<file path="src/rtl/tanh_grad_unit_pkg.sv">
// Shared fixed-point definitions for the tanh backward-pass blocks (Q2.6 at defaults).
// Widths, the fixed-point one constant and the output saturation helper live here.
package tanh_grad_unit_pkg;

   localparam int unsigned DATA_W = 9;
   localparam int unsigned FRAC_W = 6;
   localparam int unsigned CNT_W  = 16;
   localparam int unsigned PROD_W = 2 * DATA_W + 1;

   localparam int FP_ONE  = 1 << FRAC_W;
   localparam int RND_ADD = 1 << (FRAC_W - 1);
   localparam int SAT_MAX = (1 << (DATA_W - 1)) - 1;
   localparam int SAT_MIN = -SAT_MAX - 1;

   function automatic logic signed [DATA_W-1:0] sat_data(input logic signed [PROD_W-1:0] v);
      logic signed [DATA_W-1:0] res;
      if (v > PROD_W'(SAT_MAX)) begin
         res = DATA_W'(SAT_MAX);
      end else if (v < PROD_W'(SAT_MIN)) begin
         res = DATA_W'(SAT_MIN);
      end else begin
         res = v[DATA_W-1:0];
      end
      return res;
   endfunction

endpackage

</file>
<file path="src/rtl/tanh_grad_unit_fxp_mul_round.sv">
// Signed fixed-point multiply with a registered product, then round-half-up shift
// and saturation back to DATA_W. The product register is the S2 pipeline stage.
module tanh_grad_unit_fxp_mul_round
   import tanh_grad_unit_pkg::*;
(
   input  logic                     clk,
   input  logic                     rst,
   input  logic                     adv,
   input  logic                     in_valid,
   input  logic signed [DATA_W-1:0] a,
   input  logic signed [DATA_W-1:0] b,
   output logic                     out_valid,
   output logic signed [DATA_W-1:0] r
);

   logic signed [PROD_W-1:0] a_ext, b_ext;
   logic signed [PROD_W-1:0] p_d, p_q;
   logic signed [PROD_W-1:0] p_rnd;
   logic                     valid_d, valid_q;

   always_comb begin
      a_ext   = {{(PROD_W - DATA_W){a[DATA_W-1]}}, a};
      b_ext   = {{(PROD_W - DATA_W){b[DATA_W-1]}}, b};
      p_d     = p_q;
      valid_d = valid_q;
      if (adv) begin
         p_d     = a_ext * b_ext;
         valid_d = in_valid;
      end
   end

   always_ff @(posedge clk) begin
      if (rst) begin
         p_q     <= '0;
         valid_q <= 1'b0;
      end else begin
         p_q     <= p_d;
         valid_q <= valid_d;
      end
   end

   // Arithmetic shift floors, so adding half an LSB first gives round-half-up.
   always_comb begin
      p_rnd     = (p_q + PROD_W'(RND_ADD)) >>> FRAC_W;
      r         = sat_data(p_rnd);
      out_valid = valid_q;
   end

endmodule

</file>
<file path="src/rtl/tanh_grad_unit.sv">
// Local tanh gradient g_out = g_in * (1 - y^2), three-stage valid/ready pipeline.
// Define TANH_GRAD_CLAMP_CNT_EN to add the clamp_cnt event counter port.
module tanh_grad_unit
   import tanh_grad_unit_pkg::*;
(
   input  logic                     clk,
   input  logic                     rst,
   input  logic                     in_valid,
   output logic                     in_ready,
   input  logic signed [DATA_W-1:0] y_in,
   input  logic signed [DATA_W-1:0] g_in,
   output logic                     out_valid,
   input  logic                     out_ready,
   output logic signed [DATA_W-1:0] g_out
`ifdef TANH_GRAD_CLAMP_CNT_EN
   ,
   output logic [CNT_W-1:0]         clamp_cnt
`endif
);

   logic                     adv;
   logic signed [PROD_W-1:0] y_ext, ysq, d_full;
   logic signed [DATA_W-1:0] d;
   logic                     clamp;

   logic                     s1_valid_d, s1_valid_q;
   logic signed [DATA_W-1:0] s1_g_d, s1_g_q;
   logic signed [DATA_W-1:0] s1_d_d, s1_d_q;

   logic                     s2_valid;
   logic signed [DATA_W-1:0] s2_r;

   logic                     out_valid_d, out_valid_q;
   logic signed [DATA_W-1:0] g_out_d, g_out_q;

   // Whole pipeline moves as one; a full output register blocks every stage.
   assign adv      = ~out_valid_q | out_ready;
   assign in_ready = adv;

   // S1: d = 1 - y^2, clamped at zero when |y| exceeds one.
   always_comb begin
      y_ext  = {{(PROD_W - DATA_W){y_in[DATA_W-1]}}, y_in};
      ysq    = (y_ext * y_ext) >>> FRAC_W;
      d_full = PROD_W'(FP_ONE) - ysq;
      clamp  = d_full < PROD_W'(0);
      d      = clamp ? '0 : d_full[DATA_W-1:0];

      s1_valid_d = s1_valid_q;
      s1_g_d     = s1_g_q;
      s1_d_d     = s1_d_q;
      if (adv) begin
         s1_valid_d = in_valid;
         s1_g_d     = g_in;
         s1_d_d     = d;
      end
   end

   always_ff @(posedge clk) begin
      if (rst) begin
         s1_valid_q <= 1'b0;
         s1_g_q     <= '0;
         s1_d_q     <= '0;
      end else begin
         s1_valid_q <= s1_valid_d;
         s1_g_q     <= s1_g_d;
         s1_d_q     <= s1_d_d;
      end
   end

   tanh_grad_unit_fxp_mul_round u_mul_round (
      .clk       (clk),
      .rst       (rst),
      .adv       (adv),
      .in_valid  (s1_valid_q),
      .a         (s1_g_q),
      .b         (s1_d_q),
      .out_valid (s2_valid),
      .r         (s2_r)
   );

   // S3: output register, held while downstream stalls.
   always_comb begin
      out_valid_d = out_valid_q;
      g_out_d     = g_out_q;
      if (adv) begin
         out_valid_d = s2_valid;
         g_out_d     = s2_r;
      end
   end

   always_ff @(posedge clk) begin
      if (rst) begin
         out_valid_q <= 1'b0;
         g_out_q     <= '0;
      end else begin
         out_valid_q <= out_valid_d;
         g_out_q     <= g_out_d;
      end
   end

   assign out_valid = out_valid_q;
   assign g_out     = g_out_q;

`ifdef TANH_GRAD_CLAMP_CNT_EN
   logic [CNT_W-1:0] clamp_cnt_d, clamp_cnt_q;

   always_comb begin
      clamp_cnt_d = clamp_cnt_q;
      if (in_valid && adv && clamp && !(&clamp_cnt_q)) begin
         clamp_cnt_d = clamp_cnt_q + 1'b1;
      end
   end

   always_ff @(posedge clk) begin
      if (rst) begin
         clamp_cnt_q <= '0;
      end else begin
         clamp_cnt_q <= clamp_cnt_d;
      end
   end

   assign clamp_cnt = clamp_cnt_q;
`endif

endmodule

</file>
<file path="config.mk">
export PLATFORM = sky130hd
export DESIGN_NAME = tanh_grad_unit
export DESIGN_NICKNAME = d
export VERILOG_FILES = /design/src/rtl/tanh_grad_unit_pkg.sv /design/src/rtl/tanh_grad_unit_fxp_mul_round.sv /design/src/rtl/tanh_grad_unit.sv
export SDC_FILE = /design/constraint.sdc
export NUM_CORES = 1
export LEC_CHECK = 0
export ABC_AREA = 1
export CAP_MARGIN = 20
export CORE_ASPECT_RATIO = 0.8
export CORE_MARGIN = 4
export CORE_UTILIZATION = 58
export CTS_CLUSTER_SIZE = 40
export DETAILED_ROUTE_END_ITERATION = 12
export PLACE_DENSITY_LB_ADDON = 0.1
export SYNTH_ARGS = -nofsm -noshare
export SYNTH_HDL_FRONTEND = slang
export SYNTH_SLANG_ARGS = --single-unit
export TNS_END_PERCENT = 30
</file>
<file path="constraint.sdc">
create_clock -name clk -period 5.7 [get_ports clk]
set_input_delay 0.855 -clock clk [delete_from_list [all_inputs] [get_ports clk]]
set_output_delay 0.855 -clock clk [all_outputs]
set_load 0.005 [all_outputs]
</file>
==> reports/qor.yml, run 1 <==
status:
  status: "complete, no violations"
pwr:
  peakVddDrop_uv: 368.9
  leakagePower_nw: 5.266
  power_density_nw_per_um2: 523.5
clocking:
  clockBufferDepth: 2
  clk_pin_slew_ns: 0.07
  clockRootBuffer: "clkbuf_16"
  cts_num_sinks: 43
  cts_tree: "done"
  cts_buffers: 5
  cts_hold_buffers: 0
  clkLatencyLatePin_ns: 0.30
  cts-htree-levels: 2
floorplan:
  die_h_um: 112.5
  die_w_um: 138.6
  core-area_um2: 13100
  initial_core_util_pct: 60.44
  std_cell_rows: 37
  die_area_um2: 15600
  boundaryPins: 33
timing:
  clock.fmax_mhz: 186.3
  slew_headroom_pct: 31.88
  rsz0062_at_grt: "false"
  tns_ns: 0
  fin_crit_ns: 5.368
  drv_slew: 0
  setup_viol: 0
  setup_ws_ns: 0.3317
  final-hold-violation-count: 0
  worst_pin_slew_ns: 1.021
  clock_skew_ns: 0.007816
  fin_crit_sh_pct: 94.18
synth:
  syn_inst: 1042
  synth_top_cell_area_share_pct: 31.60
  synth-seq-cells: 43
  avgSynthCellArea_um2: 7.600
  synth.area.top_cells: "fa_1, ha_1, inv_1, dfxtp_1, nand2_1"
  yosysUniqueCellTypes: 40
  synth_ff_type: "dfxtp_1"
  synthesis.nets: 1266
  synth_largest_area_cell: "fa_1"
  ys_async_sr_fraction_pct: 0
  synth-edff-count: 0
  synth_area_um2: 7919
  synth_seq_area_share_pct: 10.87
  synth_warnings: 0
critical_path:
  crit_fanout: 8
  path_class: "input port to register"
  cp_data_required_time_ns: 5.91
  r2r-start: "s1_d_q[8]"
  rrSetupSlack_ns: 0.56
  cp.arrival_ns: 5.58
  end_kind: "register"
  ff2ff_path_depth: 17
  reg2reg_to: "u_mul_round.p_q[15]"
  start_kind: "input port"
global_route:
  grt-ovfl-total: 0
  grt_max_degree: 43
  grt_usage_pct: 23.92
  grt_pass1_wl_mm: 31.15
  grt_pass1_vias: 6517
  antenna_found_initial: 0
cells_and_area:
  antenna_cells: 0
  finalNonFillerCells: 1297
  drive_above_1_share_pct: 11.85
  num-fill-cells: 1117
  fin_nets: 1345
  syn2layout_area_growth_pct: 14.80
  final_cell_area_um2: 9091
worst_hold_path:
  hp-class: "register to register"
  min_path_cells: 2
  worstHoldStart: "g_out[8]"
  holdPathEnd: "g_out[8]"
placement:
  dp.cells: 1287
  detailed_place_hpwl_mm: 14.88
  pre_cts_ws_ns: -0.4641
  gp_congestion: 0.8723
  place_area_um2: 8871
  portBuffers: 32
job:
  maxCapViolCount: 0
detailed_routing:
  post_drt_wl_per_cell_um: 13.69
  ant_nets: 0
  wl_mm: 17.75
  via_per_inst: 5.069
  via_count: 6575
  drt_first_pass_iters: 7
  initialDrtViolationCount: 382
  drc: 0
==> cell usage after synthesis, types with 2 or more instances <==
library cell / count
xor2_1: 15
nor3_1: 4
nor2_1: 69
nor2_4: 2
xnor2_1: 19
nand2_2: 3
fa_1: 125
nor4_1: 2
o211ai_1: 4
o221ai_1: 2
o21bai_1: 9
nor2_2: 3
o21ai_0: 35
clkbuf_1: 33
a21oi_1: 42
inv_1: 251
dfxtp_1: 43
or2_2: 9
a21o_1: 4
nand3_2: 4
nand4_1: 7
nand3_1: 32
buf_4: 3
ha_1: 77
nand2_1: 227
a21oi_2: 4
==> sequential cells by signal, summed over array words and instances (netlist names) <==
| name | count |
|---|---|
| g_out | 9 |
| out_valid | 1 |
| s1_d_q | 9 |
| s1_g_q | 9 |
| s1_valid_q | 1 |
| u_mul_round.out_valid | 1 |
| u_mul_round.p_q | 13 |
==> placed cells by master, fill, tap and decap left out, drive strengths merged, types with 2 or more instances in the layout <==
master and count:
nand3 36, o221ai 2, nor3 6, bufinv 2
o21ai 36, buf 77, nor4 2, a21o 4
clkdlybuf4s50 23, o211ai 4, clkbuf 13, fa 125
nand2 231, nand4 8, or2 10, dfxtp 43
xnor2 19, xor2 16, inv 252, o21bai 9
a21oi 47, nor2 74, ha 77
==> how the worst max path moves through the flow <==
stage / startpoint / slack [ns] / endpoint
5_1_grt: y_in[8] / 0.009 / s1_d_q[2]
2_1_floorplan: y_in[8] / 0.29 / s1_d_q[6]
6_report: y_in[8] / 0.33 / s1_d_q[4]
3_5_place_dp: y_in[8] / -0.46 / s1_d_q[0]
4_1_cts: y_in[4] / 0.01 / s1_d_q[4]
3_3_place_gp: y_in[8] / -0.32 / s1_d_q[2]
==> per-layer routing <==
metal  share of wire (%)  vias up  GRT usage, %
li1                    -     3267             -
met1                  52     3162         37.93
met2                  42      134         35.83
met3                 4.6       12         3.961
met4                0.54        0         2.151
met5                   0        -             0
==> worst max-delay path: stages <==
cell and delay (ns):
clkbuf_2 0.16, buf_4 0.19, nand2_1 0.06, inv_1 0.06, fa_2 0.60, inv_1 0.09
fa_1 0.47, fa_1 0.55, inv_1 0.06, fa_1 0.48, ha_1 0.33, ha_1 0.31
buf_4 0.15, nand2_1 0.11, nor2_1 0.06, nor2_1 0.11, nand3_1 0.12, xnor2_1 0.26
nand4_1 0.19, nand2_4 0.15, nand2_1 0.07, a21oi_1 0.14
==> cell type report <==
type / instances / area (µm²) / area share, %
flip-flops and latches: 43 / 860.8 / 9.469
repair buffers: 109 / 860.8 / 9.469
well taps: 175 / 219.0 / 2.408
multi-input cells: 710 / 6008 / 66.09
clock buffers: 5 / 125.1 / 1.376
clock inverters: 3 / 71.32 / 0.7845
inverters: 252 / 945.9 / 10.40
==> what timing repair did <==
action | in CTS | in global routing
setup endpoints to repair | 9 | 9
cloned | 0 | 0
resized for setup | 9 | 25
setup buffers | 0 | 2
pin swaps | 1 | 4
==> power by group <==
| part | total [mW] | switching, mW | internal, mW |
|---|---|---|---|
| clock | 0.390 | 0.136 | 0.254 |
| sequential | 0.494 | 0.108 | 0.387 |
| combinational | 3.87 | 2.09 | 1.78 |
==> cell families after synthesis <==
| family | share of synthesized area (%) |
|---|---|
| simple gates | 19.80 |
| compound gates | 7.758 |
| flops | 10.87 |
| buf+inv | 13.84 |
| xor+xnor | 3.966 |
| fa+ha+maj | 43.77 |
==> per-stage QoR <==
| stage | hold WS (ns) | total power [mW] | utilization (%) |
|---|---|---|---|
| after detailed placement | 0.4649 | 4.247 | 67.71 |
| after global placement | 0.4583 | 4.148 | 67.71 |
| final | 0.4734 | 4.759 | 69.39 |
| after CTS | 0.4795 | 4.680 | 69.15 |
| after global routing | 0.4990 | 5.389 | 69.39 |
| after floorplan | 0.4411 | 3.013 | - |
Power figures use the tool's default switching activity.
==> run 2: changes to the inputs <==
--- a/config.mk
+++ b/config.mk
@@ -6,7 +6,6 @@
 export NUM_CORES = 1
 export LEC_CHECK = 0
 export ABC_AREA = 1
-export CAP_MARGIN = 20
 export CORE_ASPECT_RATIO = 0.8
 export CORE_MARGIN = 4
 export CORE_UTILIZATION = 58
==> results of run 2 <==
Same layout as run 1: the final DEF is identical, and so are final timing and power.
